==> src/rtl/axi_rd_arbiter_pkg.sv <==
// Shared definitions for the AXI read arbiter: FSM encoding, fixed AR
// attributes, error flag positions and the 4 KB boundary check.
package axi_rd_arbiter_pkg;

  typedef enum logic [1:0] {
    ST_IDLE = 2'd0,
    ST_ADDR = 2'd1,
    ST_DATA = 2'd2
  } state_e;

  localparam logic [2:0] AR_SIZE  = 3'd3;    // 8-byte beats
  localparam logic [1:0] AR_BURST = 2'b01;   // INCR
  localparam logic       AR_LOCK  = 1'b0;
  localparam logic [3:0] AR_CACHE = 4'b0011;
  localparam logic [2:0] AR_PROT  = 3'b000;
  localparam logic [3:0] AR_QOS   = 4'b0000;

  localparam int ERR_RID  = 0;
  localparam int ERR_LAST = 1;
  localparam int ERR_4KB  = 2;

  localparam int BEAT_CNT_W = 9;

  // True when an INCR burst of (len+1) 8-byte beats starting at the given
  // page offset runs past the end of its 4 KB page.
  function automatic logic crosses_4kb(input logic [11:0] offs, input logic [7:0] len);
    logic [13:0] end_sum;
    end_sum = {2'b00, offs} + (({6'd0, len} + 14'd1) << 3);
    return end_sum > 14'd4096;
  endfunction

endpackage

==> src/rtl/axi_rd_arbiter_rr_arbiter.sv <==
// Combinational round-robin picker: first requester at or after rr_ptr,
// wrapping modulo NUM_REQ.
module rr_arbiter #(
  parameter int NUM_REQ = 3,
  parameter int PTR_W   = 2
) (
  input  logic [NUM_REQ-1:0] req,
  input  logic [PTR_W-1:0]   rr_ptr,
  output logic [NUM_REQ-1:0] grant,
  output logic [PTR_W-1:0]   grant_idx,
  output logic               any_req
);

  int j;

  always_comb begin
    grant     = '0;
    grant_idx = '0;
    any_req   = 1'b0;
    j         = 0;
    for (int k = 0; k < NUM_REQ; k++) begin
      j = int'(rr_ptr) + k;
      if (j >= NUM_REQ) j = j - NUM_REQ;
      if (!any_req && req[j]) begin
        any_req   = 1'b1;
        grant[j]  = 1'b1;
        grant_idx = PTR_W'(j);
      end
    end
  end

endmodule

==> src/rtl/axi_rd_arbiter.sv <==
// Round-robin arbiter sharing one AXI read master among NUM_REQ requesters,
// one burst outstanding at a time, with sticky protocol error flags.
module axi_rd_arbiter
  import axi_rd_arbiter_pkg::*;
#(
  parameter int NUM_REQ            = 3,
  parameter int C_S_AXI_ID_WIDTH   = 3,
  parameter int C_S_AXI_ADDR_WIDTH = 32,
  parameter int C_S_AXI_DATA_WIDTH = 64
) (
  input  logic                                  clk,
  input  logic                                  reset,
  input  logic [NUM_REQ*C_S_AXI_ADDR_WIDTH-1:0] req_araddr,
  input  logic [NUM_REQ*8-1:0]                  req_arlen,
  input  logic [NUM_REQ-1:0]                    req_arvalid,
  output logic [NUM_REQ-1:0]                    req_arready,
  output logic [C_S_AXI_DATA_WIDTH-1:0]         req_rdata,
  output logic [1:0]                            req_rresp,
  output logic                                  req_rlast,
  output logic [NUM_REQ-1:0]                    req_rvalid,
  input  logic [NUM_REQ-1:0]                    req_rready,
  output logic [C_S_AXI_ID_WIDTH-1:0]           M_axi_arid,
  output logic [C_S_AXI_ADDR_WIDTH-1:0]         M_axi_araddr,
  output logic [7:0]                            M_axi_arlen,
  output logic                                  M_axi_arvalid,
  input  logic                                  M_axi_arready,
  output logic [2:0]                            M_axi_arsize,
  output logic [1:0]                            M_axi_arburst,
  output logic                                  M_axi_arlock,
  output logic [3:0]                            M_axi_arcache,
  output logic [2:0]                            M_axi_arprot,
  output logic [3:0]                            M_axi_arqos,
  input  logic [C_S_AXI_ID_WIDTH-1:0]           M_axi_rid,
  input  logic [C_S_AXI_DATA_WIDTH-1:0]         M_axi_rdata,
  input  logic [1:0]                            M_axi_rresp,
  input  logic                                  M_axi_rlast,
  input  logic                                  M_axi_rvalid,
  output logic                                  M_axi_rready,
  output logic                                  busy,
  output logic [2:0]                            err_status
);

  localparam int AW    = C_S_AXI_ADDR_WIDTH;
  localparam int IDW   = C_S_AXI_ID_WIDTH;
  localparam int PTR_W = (NUM_REQ > 1) ? $clog2(NUM_REQ) : 1;

  state_e                  state_q, state_d;
  logic [PTR_W-1:0]        grant_q, grant_d;
  logic [PTR_W-1:0]        rr_ptr_q, rr_ptr_d;
  logic [AW-1:0]           araddr_q, araddr_d;
  logic [7:0]              arlen_q, arlen_d;
  logic [BEAT_CNT_W-1:0]   beat_cnt_q, beat_cnt_d;
  logic [2:0]              err_q, err_d;

  logic [AW-1:0]           addr_arr [NUM_REQ];
  logic [7:0]              len_arr  [NUM_REQ];
  logic [NUM_REQ-1:0]      arb_grant;
  logic [PTR_W-1:0]        arb_idx;
  logic                    arb_any;
  logic [AW-1:0]           sel_addr;
  logic [7:0]              sel_len;

  logic [NUM_REQ-1:0]      arready_c, rvalid_c;
  logic                    arvalid_c, rready_c, r_hs;

  for (genvar gi = 0; gi < NUM_REQ; gi++) begin : g_unpack
    assign addr_arr[gi] = req_araddr[gi*AW +: AW];
    assign len_arr[gi]  = req_arlen[gi*8 +: 8];
  end

  rr_arbiter #(
    .NUM_REQ (NUM_REQ),
    .PTR_W   (PTR_W)
  ) u_rr (
    .req       (req_arvalid),
    .rr_ptr    (rr_ptr_q),
    .grant     (arb_grant),
    .grant_idx (arb_idx),
    .any_req   (arb_any)
  );

  assign sel_addr = addr_arr[arb_idx];
  assign sel_len  = len_arr[arb_idx];

  always_comb begin
    state_d    = state_q;
    grant_d    = grant_q;
    rr_ptr_d   = rr_ptr_q;
    araddr_d   = araddr_q;
    arlen_d    = arlen_q;
    beat_cnt_d = beat_cnt_q;
    err_d      = err_q;
    arready_c  = '0;
    rvalid_c   = '0;
    arvalid_c  = 1'b0;
    rready_c   = 1'b0;
    r_hs       = 1'b0;
    case (state_q)
      ST_IDLE: begin
        if (arb_any) begin
          arready_c = arb_grant;
          grant_d   = arb_idx;
          araddr_d  = sel_addr;
          arlen_d   = sel_len;
          if (crosses_4kb(sel_addr[11:0], sel_len)) err_d[ERR_4KB] = 1'b1;
          state_d   = ST_ADDR;
        end
      end
      ST_ADDR: begin
        arvalid_c = 1'b1;
        if (M_axi_arready) begin
          beat_cnt_d = '0;
          state_d    = ST_DATA;
        end
      end
      ST_DATA: begin
        rready_c          = req_rready[grant_q];
        rvalid_c[grant_q] = M_axi_rvalid;
        r_hs              = M_axi_rvalid && rready_c;
        if (r_hs) begin
          // beat_cnt_q holds the number of beats already taken, so the
          // final beat of a well-formed burst sees beat_cnt_q == arlen.
          beat_cnt_d = beat_cnt_q + 1'b1;
          if (M_axi_rid != IDW'(grant_q)) err_d[ERR_RID] = 1'b1;
          if (M_axi_rlast) begin
            if (beat_cnt_q != {1'b0, arlen_q}) err_d[ERR_LAST] = 1'b1;
            rr_ptr_d = (grant_q == PTR_W'(NUM_REQ - 1)) ? '0 : grant_q + 1'b1;
            state_d  = ST_IDLE;
          end else if (beat_cnt_q == {1'b0, arlen_q}) begin
            err_d[ERR_LAST] = 1'b1;
          end
        end
      end
      default: state_d = ST_IDLE;
    endcase
  end

  always_ff @(posedge clk) begin
    if (reset) begin
      state_q    <= ST_IDLE;
      grant_q    <= '0;
      rr_ptr_q   <= '0;
      araddr_q   <= '0;
      arlen_q    <= '0;
      beat_cnt_q <= '0;
      err_q      <= '0;
    end else begin
      state_q    <= state_d;
      grant_q    <= grant_d;
      rr_ptr_q   <= rr_ptr_d;
      araddr_q   <= araddr_d;
      arlen_q    <= arlen_d;
      beat_cnt_q <= beat_cnt_d;
      err_q      <= err_d;
    end
  end

  // Handshake outputs are forced low for the whole time reset is held,
  // not only from the first reset edge onward.
  assign req_arready   = reset ? '0 : arready_c;
  assign req_rvalid    = reset ? '0 : rvalid_c;
  assign M_axi_arvalid = reset ? 1'b0 : arvalid_c;
  assign M_axi_rready  = reset ? 1'b0 : rready_c;

  assign M_axi_arid    = IDW'(grant_q);
  assign M_axi_araddr  = araddr_q;
  assign M_axi_arlen   = arlen_q;
  assign M_axi_arsize  = AR_SIZE;
  assign M_axi_arburst = AR_BURST;
  assign M_axi_arlock  = AR_LOCK;
  assign M_axi_arcache = AR_CACHE;
  assign M_axi_arprot  = AR_PROT;
  assign M_axi_arqos   = AR_QOS;

  assign req_rdata  = M_axi_rdata;
  assign req_rresp  = M_axi_rresp;
  assign req_rlast  = M_axi_rlast;
  assign busy       = (state_q != ST_IDLE);
  assign err_status = err_q;

endmodule

==> config.mk <==
export PLATFORM = sky130hd
export DESIGN_NAME = axi_rd_arbiter
export DESIGN_NICKNAME = d
export VERILOG_FILES = /design/src/rtl/axi_rd_arbiter_pkg.sv /design/src/rtl/axi_rd_arbiter_rr_arbiter.sv /design/src/rtl/axi_rd_arbiter.sv
export SDC_FILE = /design/constraint.sdc
export NUM_CORES = 1
export LEC_CHECK = 0
export BUFFER_PORTS_ARGS = -buffer_cell sky130_fd_sc_hd__clkbuf_2
export CORE_AREA = 3 3 130 132
export CTS_BUF_LIST = sky130_fd_sc_hd__clkbuf_2 sky130_fd_sc_hd__clkbuf_4 sky130_fd_sc_hd__clkbuf_8
export DETAILED_ROUTE_END_ITERATION = 8
export DIE_AREA = 0 0 133 135
export PLACE_DENSITY = 0.67
export SLEW_MARGIN = 0
export SYNTH_ARGS = -nofsm -noshare
export SYNTH_HDL_FRONTEND = slang
export SYNTH_SLANG_ARGS = --single-unit
==> constraint.sdc <==
create_clock -name clk -period 13.67 [get_ports clk]
set_input_delay 2.734 -clock clk [delete_from_list [all_inputs] [get_ports clk]]
set_output_delay 2.734 -clock clk [all_outputs]
set_load 0.03 [all_outputs]
==> results of run 1 <==
[cell usage after synthesis (all sizes together) (3+ instances only)]
master	n
xnor2	11
o21ai	14
and3	6
mux2	6
nor3	10
or2	3
nor2b	5
a21o	6
o21a	5
nand3	13
a21oi	50
o2111ai	4
a211oi	13
a2111oi	3
a211o	28
inv	15
a22oi	3
a31oi	3
nand2	51
xor2	16
a2bb2oi	3
nand4	6
nor2	67
mux2i	37
nor4	3
nand2b	5
buf	93
ha	15
or3	4
clkbuf	26
dfxtp	58
[critical path: stages]
cell and delay, ps:
clkbuf_2 140, mux2i_1 150, o21ai_0 610, o31ai_4 130, buf_4 330, or2_2 390
a211oi_1 220, clkbuf_2 240
[cell families (layout without fill, tap and decap cells)]
kind of cell / after synthesis / in the layout / synth area share
AOI/OAI and AO/OA: 155 / 155 / 0.223
xor gates and xnor gates: 27 / 27 / 0.0494
adders and majority gates: 16 / 16 / 0.0434
buffers and inverters: 134 / 225 / 0.175
DFF: 58 / 58 / 0.242
muxes: 43 / 43 / 0.0922
other: 2 / 18 / 0.00157
and+or+nand+nor: 182 / 182 / 0.173
[power by group]
| group | switching, mW | internal [mW] | total [mW] | leakage, nW |
|---|---|---|---|---|
| clock | 0.0672 | 0.0916 | 0.159 | 0.103 |
| combinational | 0.131 | 0.0789 | 0.210 | 2.09 |
| sequential | 0.0121 | 0.185 | 0.197 | 0.477 |
| total | 0.210 | 0.355 | 0.565 | 2.67 |
[final cells by class]
cell class                 count  area [um^2]  area share
sequential                    58         1160       0.209
timing repair buffer         195          993       0.179
inverter                      15         56.3      0.0101
tap                          216          270      0.0487
clock inverter                 3         40.0     0.00722
multi-input combinational    441         2870       0.518
clock buffer                  12          153      0.0275
[layer usage]
layer / part of all wire / GRT usage
met5: 0 / 0
met3: 0.081 / 0.0473
met2: 0.46 / 0.248
met4: 0.032 / 0.0699
met1: 0.42 / 0.179
[final timing paths]
path	cells after the start	end	slack, ps
hold reg to reg	2	M_axi_araddr[13]	450
setup / recovery	8	req_arready[0]	5980
hold / removal	2	M_axi_araddr[13]	450
setup reg to reg	17	err_status[2]	8280
[state kept, by name (all words and copies together) (netlist names)]
signal	count
beat_cnt_q	9
err_status	3
grant_q	2
M_axi_arlen	8
rr_ptr_q	2
M_axi_araddr	32
state_q	2
[through the flow]
stage	hold slack [ps]	setup slack [ps]
finish	454	5980
CTS	456	5960
global route	478	5800
global placement	440	5980
detailed placement	447	5950
floorplan	466	6310
==> results.cfg, run 1 <==
[cts]
cts_tree = built
cts_resized = 0
cts.sinks = 58
clk_pin_slew_ps = 70
cts-root-buf = clkbuf_8
cts_hold_buf = 0
htreeDepth = 3
clockBufferDepth = 2
post-cts-setup-buffers = 0
numCtsBuffers = 9
clk_latency_ps = 350

[grt]
gr-usage-all-layers = 0.150
grt_overflow = 0
first_global_vias = 4208
grt_pass1_wl_um = 21400
antenna_found_initial = 0
grt_start_max_net_pins = 66

[logic_synthesis]
yosysSeqAreaShare = 0.242
synthTopCellsByArea = dfxtp_1, buf_4, mux2i_1, a21oi_1, nor2_1
yosysWarnings = 0
synthFlopType = dfxtp_1
synth_cells = 617
yosysTopAreaCell = dfxtp_1
synth_area_per_cell_um2 = 7.76
synth_edf_count = 0
async_flop_share = 0
yosysTopAreaCellShare = 0.242
synth.ff_latch_count = 58
synth_area_um2 = 4790
yosysUniqueCellTypes = 59

[layout]
area_growth_pct = 15.8
post-route-util = 0.351
drive_gt1_frac = 0.309
final_cells = 940
n_fill_cell = 1693
insertedDiodeCount = 0
final_common_cell = clkbuf_2
final_cell_mix = clkbuf_2, nor2_1, dfxtp_1
design_area_um2 = 5550
fin_nets = 936

[outcome]
status = finished clean

[timing]
slew_violations = 0
rsz0062_at_grt = false
setup_viol = 0
final.period_utilization = 0.562
worstMarginPinSlew_ps = 869
fin_crit_ps = 7690
final.setup.tns_ps = 0
fin_skew_ps = 12.0
hold_violations = 0
max_clock_freq_mhz = 130
slew_headroom = 0.406

[place]
dp.final_hpwl_um = 11100
place_inst = 925
place.gp.congestion = 0.884
placed_cell_area_um2 = 5360
portBuffers = 188

[critical_path]
r2r_start = rr_ptr_q[0]
worst-setup-path-type = primary input to output pin
startpoint_type = primary input
required_ps = 10940
crit_start = req_arvalid[1]
endpoint_kind = output pin
cp_max_fo = 65
critPathArrivalTime_ps = 4950

[power_and_ir_drop]
total_power_mw = 0.565
power.density_nw_per_um2 = 102
power_leakage_nw = 2.67
ir_worst_vdd_mv = 0.0459

[floorplan]
core.rowCount = 46
io-pin-count = 339
initial_core_util = 0.303
fp.dieArea_um2 = 18000
chipHeight_um = 135
die_w_um = 133
core-area_um2 = 15800

[route]
num_vias = 4517
drt_iter0_drc = 198
vias_per_cell = 4.81
wl_um = 14100
route.detailed.drc = 0
antenna_left = 0
dr.pass1.iters = 4
wl_per_cell_um = 15.0

[hold_path]
min_from = M_axi_araddr[13]
hold_path_class = flop to flop

[flow_run]
drv_cap = 0
No activity file was read; power rests on OpenSTA's default activity.
==> run 2: changes to the inputs <==
--- a/config.mk
+++ b/config.mk
@@ -6,11 +6,11 @@
 export NUM_CORES = 1
 export LEC_CHECK = 0
 export BUFFER_PORTS_ARGS = -buffer_cell sky130_fd_sc_hd__clkbuf_2
-export CORE_AREA = 3 3 130 132
+export CORE_AREA = 3 3 129 131
 export CTS_BUF_LIST = sky130_fd_sc_hd__clkbuf_2 sky130_fd_sc_hd__clkbuf_4 sky130_fd_sc_hd__clkbuf_8
 export DETAILED_ROUTE_END_ITERATION = 8
-export DIE_AREA = 0 0 133 135
-export PLACE_DENSITY = 0.67
+export DIE_AREA = 0 0 132 134
+export PLACE_DENSITY = 0.7
 export SLEW_MARGIN = 0
 export SYNTH_ARGS = -nofsm -noshare
 export SYNTH_HDL_FRONTEND = slang
==> constraint.sdc (replaced) <==
create_clock -name clk -period 6.8 [get_ports clk]
set_input_delay 1.36 -clock clk [delete_from_list [all_inputs] [get_ports clk]]
set_output_delay 1.36 -clock clk [all_outputs]
set_load 0.03 [all_outputs]
==> results.cfg, run 2 (same netlist as run 1, synthesis figures left out) <==
[power_and_ir_drop]
power_leakage_nw = 2.69
ir_worst_vdd_mv = 0.127
power.density_nw_per_um2 = 213

[layout]
multi_input_area_um2 = 2870
largest_reg_flops = 32
drive_gt1_frac = 0.309
seq_area_um2 = 1160
final_cell_mix = clkbuf_2, nor2_1, dfxtp_1
fin_nets = 936
post-route-util = 0.355
insertedDiodeCount = 0
area_growth_pct = 16.5
n_fill_cell = 1692
final_common_cell = clkbuf_2

[cts]
clockBufferDepth = 2
numCtsBuffers = 9
post-cts-setup-buffers = 0
cts.sinks = 58
cts_tree = built
cts_resized = 0
htreeDepth = 3
cts-root-buf = clkbuf_8
clk_pin_slew_ps = 70
clk_latency_ps = 350
cts_hold_buf = 0

[route]
antenna_left = 0
dr.pass1.iters = 7
wl_um = 14600
route.detailed.drc = 0
num_vias = 4575
wl_per_cell_um = 15.5
drt_iter0_drc = 214
vias_per_cell = 4.87

[critical_path]
cp_max_fo = 20
required_ps = 7020
path_delay_family = compound AO/OA/AOI/OAI gates
path_cells = clkbuf_2, nand3b_1, a21oi_1, a31o_2, nor2_2, a22oi_1, inv_1, ha_1, xnor2_1, ha_1, a2111oi_0, o31ai_1, a211o_1, a2111oi_0, a41oi_1
startpoint_type = primary input
worst-setup-path-type = primary input to flop
endpoint_kind = flop
critPathArrivalTime_ps = 5620
cpPeakStageDelay_ps = 670
cp_num_buf_inv = 2
cp_slowest_cell = a2111oi_0

[timing]
slew_headroom = 0.435
worst_slack_ps = 1400
setup_viol = 0
final.period_utilization = 0.794
rsz0062_at_grt = false
hold_violations = 0
fin_crit_ps = 5400
final.setup.tns_ps = 0
slew_violations = 0
worstMarginPinSlew_ps = 839
max_clock_freq_mhz = 185
fin_skew_ps = 11.9

[grt]
grt_start_max_net_pins = 65
grt_pass1_wl_um = 22600
first_global_vias = 4336
antenna_found_initial = 0
gr-usage-all-layers = 0.159
grt_overflow = 0

[floorplan]
fp.dieArea_um2 = 17700
core-area_um2 = 15700
io-pin-count = 339
initial_core_util = 0.305
chipHeight_um = 134
die_w_um = 132
core.rowCount = 46

[place]
dp.final_hpwl_um = 11700
portBuffers = 188
post-place-ws_ps = 1010
place.gp.congestion = 0.916

[flow_run]
drv_cap = 0

[outcome]
status = finished clean

[hold_path]
hold_path_class = flop to flop
## run 2: changes by cell type in the layout (fill, tap and decap cells not counted), sizes merged
cell	previous run	this run
bufinv	1	2
clkbuf	200	201
clkinv	2	0
## run 2: worst paths after layout
path	from	to	slack, ps	depth (start not counted)
min	M_axi_araddr[22]	M_axi_araddr[22]	450	2
min reg2reg	M_axi_araddr[22]	M_axi_araddr[22]	450	2
max reg2reg	rr_ptr_q[0]	err_status[2]	1700	16
max	req_arvalid[2]	err_status[2]	1400	15
## run 2: report_power, final
| part | leakage [nW] | switching [mW] | internal [mW] |
|---|---|---|---|
| Sequential | 0.477 | 0.0251 | 0.371 |
| Clock | 0.117 | 0.141 | 0.233 |
| Combinational | 2.09 | 0.261 | 0.158 |
## run 2: final cells by class
type,instances,area share
inverter,15,0.0101
sequential,58,0.208
tap,216,0.0484
clock inverter,2,0.0108
clock buffer,13,0.0298
timing repair buffer,195,0.178
multi-input combinational,441,0.515
## run 2: worst reg2reg max path, delay by kind of cell (launching register included)
family / cells / cell delay, ps
XOR/XNOR: 1 / 160
adder cells (fa/ha/maj): 3 / 840
buffers and inverters: 2 / 170
AO/OA/AOI/OAI: 8 / 3030
AND/OR/NAND/NOR: 2 / 430
flip-flops: 1 / 350
## run 2: layer usage
| metal | vias to the layer above | wire (um) | GRT usage |
|---|---|---|---|
| li1 | 2295 | - | - |
| met1 | 2048 | 6140 | 0.196 |
| met2 | 199 | 6890 | 0.264 |
| met3 | 33 | 1200 | 0.0480 |
| met4 | 0 | 318 | 0.0560 |
| met5 | - | 0 | 0 |
## run 2: per-stage QoR
stage	hold slack (ps)	cells	cell area, um^2	power, mW
final	453	940	5580	1.19
after global routing	479	940	5580	1.26
after CTS	455	940	5580	1.21
after detailed placement	446	925	5360	0.826
after global placement	442	925	5360	0.821
after floorplan	466	633	4850	0.769
